### src/rtl/regfile_wb_arbiter.sv
// Round-robin arbiter sharing the register-file write port among N_REQ writeback sources.
// Optional read-port forwarding of the in-flight write is enabled by defining WB_ARB_BYPASS_EN.
module regfile_wb_arbiter #(
    parameter int unsigned N_REQ = 3,
    parameter int unsigned CNT_W = 16
) (
    input  logic                  clk,
    input  logic                  reset_n,
    input  logic                  hold,
    input  logic [N_REQ-1:0]      req_valid,
    input  logic [5*N_REQ-1:0]    req_num,
    input  logic [32*N_REQ-1:0]   req_data,
    output logic [N_REQ-1:0]      req_ready,
    output logic [4:0]            wr_num,
    output logic [31:0]           wr_data,
    output logic                  wr_en,
    output logic [CNT_W-1:0]      conflict_cnt
`ifdef WB_ARB_BYPASS_EN
    ,
    input  logic [4:0]            rd0_num,
    input  logic [4:0]            rd1_num,
    input  logic [31:0]           rd0_rf_data,
    input  logic [31:0]           rd1_rf_data,
    output logic [31:0]           rd0_data,
    output logic [31:0]           rd1_data
`endif
);

    localparam int unsigned REG_W  = 5;
    localparam int unsigned DATA_W = 32;
    localparam int unsigned PTR_W  = (N_REQ > 1) ? $clog2(N_REQ) : 1;

    logic [PTR_W-1:0]  rr_ptr;
    logic [PTR_W-1:0]  gnt_idx;
    logic [PTR_W-1:0]  cand;
    logic              gnt_any;
    logic              multi_req;
    logic [REG_W-1:0]  num_a  [N_REQ];
    logic [DATA_W-1:0] data_a [N_REQ];

    // Unpack the flat request buses into per-requester arrays.
    for (genvar i = 0; i < N_REQ; i++) begin : g_unpack
        assign num_a[i]  = req_num[REG_W*i +: REG_W];
        assign data_a[i] = req_data[DATA_W*i +: DATA_W];
    end

    // First valid requester at or after rr_ptr wins; hold suppresses all grants.
    always_comb begin
        gnt_any   = 1'b0;
        gnt_idx   = '0;
        cand      = '0;
        req_ready = '0;
        if (!hold) begin
            for (int unsigned k = 0; k < N_REQ; k++) begin
                cand = PTR_W'((32'(rr_ptr) + k) % N_REQ);
                if (!gnt_any && req_valid[cand]) begin
                    gnt_any = 1'b1;
                    gnt_idx = cand;
                end
            end
            if (gnt_any) begin
                req_ready[gnt_idx] = 1'b1;
            end
        end
    end

    assign multi_req = !hold && ($countones(req_valid) > 1);

    // Pointer, registered write stage and saturating contention counter.
    always_ff @(posedge clk or negedge reset_n) begin
        if (!reset_n) begin
            rr_ptr       <= '0;
            wr_en        <= 1'b0;
            wr_num       <= '0;
            wr_data      <= '0;
            conflict_cnt <= '0;
        end else begin
            wr_en <= gnt_any && (num_a[gnt_idx] != '0);
            if (gnt_any) begin
                rr_ptr  <= (32'(gnt_idx) == N_REQ - 1) ? '0 : gnt_idx + 1'b1;
                wr_num  <= num_a[gnt_idx];
                wr_data <= data_a[gnt_idx];
            end
            if (multi_req && (conflict_cnt != '1)) begin
                conflict_cnt <= conflict_cnt + 1'b1;
            end
        end
    end

`ifdef WB_ARB_BYPASS_EN
    // Forward the registered write that has not yet landed in the regfile.
    assign rd0_data = (wr_en && (rd0_num == wr_num) && (rd0_num != '0)) ? wr_data : rd0_rf_data;
    assign rd1_data = (wr_en && (rd1_num == wr_num) && (rd1_num != '0)) ? wr_data : rd1_rf_data;
`endif

endmodule

### config.mk
export PLATFORM = sky130hd
export DESIGN_NAME = regfile_wb_arbiter
export DESIGN_NICKNAME = d
export VERILOG_FILES = /design/src/rtl/regfile_wb_arbiter.sv
export SDC_FILE = /design/constraint.sdc
export NUM_CORES = 1
export LEC_CHECK = 0
export CAP_MARGIN = 20
export CORE_UTILIZATION = 40
export DETAILED_ROUTE_END_ITERATION = 8
export MAX_ROUTING_LAYER = met4
export PLACE_DENSITY = 0.88
export SKIP_CTS_REPAIR_TIMING = 1
export SLEW_MARGIN = 20
export SYNTH_ARGS = -nofsm -noshare
export SYNTH_HDL_FRONTEND = slang
export SYNTH_SLANG_ARGS = --single-unit
### constraint.sdc
create_clock -name clk -period 3.7 [get_ports clk]
set_clock_uncertainty 0.05 [all_clocks]
set_input_delay 0.555 -clock clk [delete_from_list [all_inputs] [get_ports clk]]
set_output_delay 0.555 -clock clk [all_outputs]
set_load 0.01 [all_outputs]
==> summary.md, run 1 <==
| Metric | Value |
|---|---|
| Status | complete, no violations |
| Vias per cell | 5.79 |
| Cell Area, Synth | ~3200 µm² |
| I/O Buffers | 173 |
| Initial cell density of the core | 0.414 |
| Synth Net Count | 462 |
| Finish-stage setup viols | 0 |
| Sequential area share after synthesis | 0.436 |
| Critical path peak fanout | 7 |
| Routability cong. | 0.887 |
| Clk slew on worst S/H paths | 0.10 ns |
| Reg2Reg Depth | 10 |
| Final hold viol count | 0 |
| Worst-Skew Late Latency | 0.30 ns |
| Power Density | 746 nW/µm² |
| Area Growth Syn to Fin | 61.3% |
| Critical path's slowest cell | clkdlybuf4s50_1 |
| Fin cells | 611 |
| HP Class | in2async |
| Most used flip-flop cell after synthesis | dfrtp_1 |
| Yosys cell types | 51 |
| Post-Layout Inst Area | about 5200 µm² |
| CTS max path bufs | 2 |
| Post-DP HPWL | between 8000 and 9000 µm |
| # DRC | 0 |
| Synth area leader | dfrtp_1 |
| Crit Reg-Reg Endpoint | wr_data[26] |
| Boundary Pins | 174 |
| Final-stage net count | roughly 630 |
| Antenna violations before repair | 0 |
| Overall power | between 3000 and 4000 µW |
| Routed WL per cell | 18.0 µm |
| Post-Route WL | around 11000 µm |
| Synth Register Bits | 56 |
| Fraction of layout cells with a size suffix above 1 | 0.0786 |
| Fin. max-slew vios | 0 |
| Flop-to-flop setup slack | roughly 0.65 ns |
| Critical path cell sequence | inv_1, ha_2, mux2_4, mux2_2, a211oi_4, nor2_2, nor3_2, clkdlybuf4s50_1 |
| Gate Count Post-Synth | 339 |
| Chip height | 91.7 µm |
| H-tree Lvls | 2 |
| Lkg Pwr | 0.00209 µW |
| Vias in the first global route | 3519 |
| Sw Ratio | 0.420 |
| Vias | ~3500 |
| Antenna viol nets, final | 0 |
| Synth top area cells | dfrtp_1 44%, nand3_1 5.6%, a21oi_1 4.7% |
| # rows | 32 |
| 1st-iter DRT viols | 182 |
| Crit Reg-Reg Startpoint | rr_ptr[1] |
| Largest net degree at the start of global routing | between 40 and 50 |
| DIE AREA | 8400 µm² |
| CTS Sinks | 56 |
| Placed insts | 603 |
| Clock Power Share | 0.113 |
| Max-Cap Viols | 0 |
| Area share of the largest cell type after synthesis | 0.436 |
| Diode count | 0 |
| Setup CP Type | reg2out |
| Sw Pwr | 1620 µW |
| Req. time, crit path | ~3 ns |
| Actual slew at the worst max-slew pin | 0.928 ns |
| Reg power frac | 0.264 |
| Fillers | 629 |
| Max incr delay on CP | 0.61 ns |
| Most frequent cells in the layout | 171 x clkdlybuf4s50_1, 56 x dfrtp_1, 36 x nand3_1 |
| Die width | 91.7 µm |
| Syn avg cell area | 9.49 µm² |
| Commonest non-fill, non-tap cell in the layout | clkdlybuf4s50_1 |
| Yosys warns | 0 |
| Internal power | 2250 µW |
| TritonCTS Buffers | 5 |
| Peak supply drop | 0.000374 V |
| Grt ovf | 0 |
| Post-synthesis async set-or-reset flop share | 1.00 |
| DRT Pass-1 Iters | 5 |
| Post-layout min period | 3.55 ns |
| Final worst path period share | 0.959 |
| Core area | roughly 8000 µm² |
| First-pass GRT wire length | ~17000 µm |
| CP endpoint kind | output pin |
| TNS Setup | 0 ns |
| Type of origin of the critical path | flop |
| Root Buffer | clkbuf_8 |
| Post-synth EDFFs | 0 |
| CTS tree | done |
| Slew headroom | 0.382 |
| Worst endpoint data arrival time | 2.94 ns |
| Comb pwr share | 0.624 |
| Final core area utilization | 0.668 |
| Placement Cell Area | 5050 µm² |
| Fmax | 282 MHz |
| GRT Overall Usage | 0.266 |
| RSZ-0062 raised after global routing | false |
-- through the flow --
step	worst slack, ns	hold WS (ns)
6_report	0.150	0.325
5_1_grt	0.0238	0.403
3_3_place_gp	0.222	0.419
3_5_place_dp	0.203	0.442
4_1_cts	0.0523	0.355
2_1_floorplan	0.855	0.209
-- logic make-up (layout without fill, tap and decap cells) --
logic type,Yosys count,after routing,share of synthesized area
flops,56,56,0.436
compound gates,117,117,0.261
simple gates,107,107,0.171
buf+inv,33,203,0.0482
mux,6,6,0.0222
xor+xnor,14,14,0.0381
fa+ha+maj,6,6,0.0233
-- synthesized netlist by cell type, drive strengths merged (2+ instances only) --
cell type,n
mux2i,3
a22oi,16
nand2,22
nor3,4
xnor2,12
and4,3
nand3b,2
mux2,3
nand2b,2
a32oi,12
inv,7
o21ai,18
a21oi,30
a221oi,2
buf,11
a221o,10
nor2b,3
clkbuf,15
and3,8
nor2,18
nand4,4
a211oi,2
dfrtp,56
a21o,11
a41oi,2
xor2,2
nand3,36
ha,6
and2,4
a31oi,4
-- worst max-delay path, delay by kind of cell (launching register included) --
kind / cells / cell delay (ns)
buffers and inverters: 2 / 0.71
multiplexers: 2 / 0.61
flip-flops: 1 / 0.42
AND/OR/NAND/NOR: 2 / 0.33
AO/OA/AOI/OAI: 1 / 0.31
adder cells (fa/ha/maj): 1 / 0.26
-- layer usage --
metal  wire length (µm)  share of wire  global-route usage
met2               5500           0.50               0.433
met5                  0              0                   -
met1               4420           0.40               0.330
met3                797          0.073              0.0498
met4                261          0.024               0.101
-- flip-flops by register name, summed over array words and instances (netlist names) --
name and cells:
conflict_cnt 16, rr_ptr 2, wr_data 32, wr_en 1, wr_num 5
-- layout make-up --
cell class | count | area, µm² | share of cell area
inverter | 7 | 26.3 | 0.00507
multi-input combinational | 250 | 1660 | 0.321
clock inverter | 1 | 30.0 | 0.00579
timing repair buffer | 188 | 1840 | 0.355
tap | 102 | 128 | 0.0246
clock buffer | 7 | 96.3 | 0.0186
sequential | 56 | 1400 | 0.270
-- power groups by stage --
stage	registers, µW	logic (µW)	clock network [µW]
detailed placement	1030	2390	0
floorplan	1120	1300	0
CTS	1020	2400	442
global placement	1020	2330	0
global route	1050	2590	475
finish	1020	2410	436
-- worst max path at each step --
| stage | start | to | slack, ns | cells past startpoint |
|---|---|---|---|---|
| 2_1_floorplan | rr_ptr[1] | req_ready[0] | 0.85 | 9 |
| 3_3_place_gp | req_valid[0] | req_ready[2] | 0.22 | 7 |
| 3_5_place_dp | req_valid[0] | req_ready[2] | 0.20 | 7 |
| 4_1_cts | rr_ptr[1] | req_ready[2] | 0.05 | 8 |
| 5_1_grt | rr_ptr[1] | req_ready[0] | 0.02 | 8 |
| 6_report | rr_ptr[1] | req_ready[0] | 0.15 | 8 |
Note: power is estimated with default switching activity, not from simulation.
==> run 2: changes to the inputs <==
--- a/config.mk
+++ b/config.mk
@@ -6,6 +6,7 @@
 export NUM_CORES = 1
 export LEC_CHECK = 0
 export CAP_MARGIN = 20
+export CORE_MARGIN = 8
 export CORE_UTILIZATION = 40
 export DETAILED_ROUTE_END_ITERATION = 8
 export MAX_ROUTING_LAYER = met4
==> run 2 against run 1 <==
Global-route usage fell by 4.4 points. Highest routed layer unchanged. Hold slack lost 0.038 ns. Setup slack worse by 0.043 ns. Design area is 0.72% lower. Sequential power about the same. Total power decreased by 0.53%.
==> summary.md, run 2 (synthesis gave the netlist of run 1 again) <==
| Metric | Value |
|---|---|
| Worst endpoint data arrival time | 2.99 ns (was 2.94 ns) |
| I/O Buffers | 173 (unchanged) |
| Boundary Pins | 174 (unchanged) |
| H-tree Lvls | 2 (unchanged) |
| Reg power frac | 0.265 (was 0.264) |
| CTS tree | done (unchanged) |
| Critical path's slowest cell | clkdlybuf4s50_1 (unchanged) |
| Dpl ws | 0.179 ns (was 0.203 ns) |
| Die width | 106 µm (was 91.7 µm) |
| Post-layout min period | 3.59 ns (was 3.55 ns) |
| Initial cell density of the core | 0.414 (unchanged) |
| Final hold viol count | 0 (unchanged) |
| Core area | 7770 µm² (unchanged) |
| Final-stage net count | 630 (was 631) |
| Antenna viol nets, final | 0 (unchanged) |
| Peak supply drop | 0.000399 V (was 0.000374 V) |
| Placement Cell Area | 5050 µm² (about the same) |
| Worst-Skew Late Latency | 0.30 ns (about the same) |
| DRT Pass-1 Iters | 4 (was 5) |
| Antenna violations before repair | 0 (unchanged) |
| Fmax | 278 MHz (was 282 MHz) |
| Internal power | 2200 µW (was 2250 µW) |
| Commonest non-fill, non-tap cell in the layout | clkdlybuf4s50_1 (unchanged) |
| Comb pwr share | 0.635 (was 0.624) |
| Max incr delay on CP | 0.59 ns (was 0.61 ns) |
| HP Class | in2async (unchanged) |
| Fillers | 617 (was 629) |
| Most frequent cells in the layout | 172 x clkdlybuf4s50_1, 56 x dfrtp_1, 36 x nand3_1 (was 171 x clkdlybuf4s50_1, 56 x dfrtp_1, 36 x nand3_1) |
| Setup CP Type | reg2out (unchanged) |
| CTS max path bufs | 2 (unchanged) |
| Global Route met3 Usage | 0.0566 (was 0.0498) |
| Overall power | 3850 µW (was 3870 µW) |
| TNS Setup | 0 ns (unchanged) |
| Max-Cap Viols | 0 (unchanged) |
| Chip height | 106 µm (was 91.7 µm) |
| First-pass GRT wire length | 19600 µm (was 17100 µm) |
| Worst Setup SP | rr_ptr[1] (unchanged) |
| Largest registers | wr_data (32), conflict_cnt (16), wr_num (5) (unchanged) |
| # rows | 32 (unchanged) |
| Area Growth Syn to Fin | 60.2% (was 61.3%) |
| DIE AREA | 11200 µm² (was 8400 µm²) |
| Sw Pwr | 1650 µW (was 1620 µW) |
| Post-DP HPWL | 9620 µm (was 8080 µm) |
| RSZ-0062 raised after global routing | false (unchanged) |
| Routability cong. | 0.881 (was 0.887) |
| Critical path peak fanout | 9 (was 7) |
| Status | complete, no violations (unchanged) |
| Fraction of layout cells with a size suffix above 1 | 0.0731 (was 0.0786) |
| Vias per cell | 5.79 (about the same) |
| Grt met1 use | 0.262 (was 0.330) |
| Critical path cell sequence | inv_1, ha_2, mux2_4, mux2_2, a211oi_4, nor2_2, nor3_2, clkdlybuf4s50_1 (unchanged) |
| 1st-iter DRT viols | 203 (was 182) |
| Clk slew on worst S/H paths | 0.09 ns (was 0.10 ns) |
| Gr busiest metal | met2 (unchanged) |
| Sw Ratio | 0.428 (was 0.420) |
| Actual slew at the worst max-slew pin | 0.825 ns (was 0.928 ns) |
| Diode count | 0 (unchanged) |
| Finish-stage setup viols | 0 (unchanged) |
| Vias | 3518 (was 3538) |
| Post-Route WL | 12500 µm (was 11000 µm) |
| Slew headroom | 0.450 (was 0.382) |
| CP endpoint kind | output pin (unchanged) |
| Clock Power Share | 0.100 (was 0.113) |
| Largest Register | wr_data (unchanged) |
| Final worst path period share | 0.971 (was 0.959) |
| Fin. max-slew vios | 0 (unchanged) |
| Vias in the first global route | 3749 (was 3519) |
| Routed WL per cell | 20.5 µm (was 18.0 µm) |
| Max reg flops | 32 (unchanged) |
| # DRC | 0 (unchanged) |
| Grt ovf | 0 (unchanged) |
| Type of origin of the critical path | flop (unchanged) |
| GRT Overall Usage | 0.222 (was 0.266) |
| Routing usage on met2 | 0.369 (was 0.433) |
| Power Density | 747 nW/µm² (was 746 nW/µm²) |
| Post-Layout Inst Area | 5150 µm² (was 5190 µm²) |
| Setup WS post-layout | 0.108 ns (was 0.150 ns) |
| Root Buffer | clkbuf_8 (unchanged) |
| TritonCTS Buffers | 5 (unchanged) |
| CTS Sinks | 56 (unchanged) |
| Lkg Pwr | 0.00205 µW (was 0.00209 µW) |
| Crit Reg-Reg Startpoint | rr_ptr[1] (unchanged) |
| Req. time, crit path | 3.09 ns (about the same) |
| Largest net degree at the start of global routing | 43 (unchanged) |
-- run 2: cell types whose count changed in the layout (fill, tap and decap cells not counted) --
cell             delta
clkdlybuf4s50_1     +1
dlymetal6s2s_1      -1
clkbuf_8            -2
buf_4               -1
-- run 2: final cells by class --
class	count	area, µm²	area share
Timing Repair Buffer	187	1830	0.356
Multi-Input combinational cell	250	1660	0.323
Sequential cell	56	1400	0.272
Tap cell	102	128	0.0248
Clock buffer	5	68.8	0.0134
Clock inverter	1	30.0	0.00583
Inverter	7	26.3	0.00510
-- run 2: metrics by stage --
step           std cells  utilization  hold slack, ns
6_report             608        0.663           0.287
5_1_grt              608        0.663           0.365
4_1_cts              608        0.662           0.312
3_5_place_dp         602        0.650           0.433
3_3_place_gp         602        0.650           0.426
2_1_floorplan        339            -           0.209
-- run 2: layer usage --
metal	part of all wire	vias to the layer above
met5	0	-
met4	0.019	0
met3	0.084	18
met2	0.49	173
met1	0.40	1723
li1	-	1604
-- run 2: critical path, delay by kind of cell (launching register included) --
kind | cells | cell delay (ns)
buffers and inverters | 2 | 0.68
muxes | 2 | 0.63
and+or+nand+nor | 2 | 0.44
DFF | 1 | 0.42
adders and majority gates | 1 | 0.26
AOI/OAI and AO/OA | 1 | 0.26
-- run 2: worst paths after layout --
path / to / slack [ns] / cells after the start
min in group clk: wr_num[0] / 0.45 / 2
worst min-delay path: wr_data[6] / 0.29 / 1
worst max-delay path: req_ready[0] / 0.11 / 8
worst min register to register: wr_num[0] / 0.45 / 2
worst max register to register: wr_en / 0.50 / 10
max in group asynchronous: conflict_cnt[15] / 2.52 / 2
-- run 2: power by group through the flow --
| stage | sequential (µW) | combinational, µW | clock [µW] |
|---|---|---|---|
| detailed placement | 1030 | 2430 | 0 |
| floorplan | 1120 | 1300 | 0 |
| CTS | 1020 | 2440 | 388 |
| finish | 1020 | 2450 | 383 |
| global route | 1050 | 2650 | 409 |
| global placement | 1010 | 2350 | 0 |
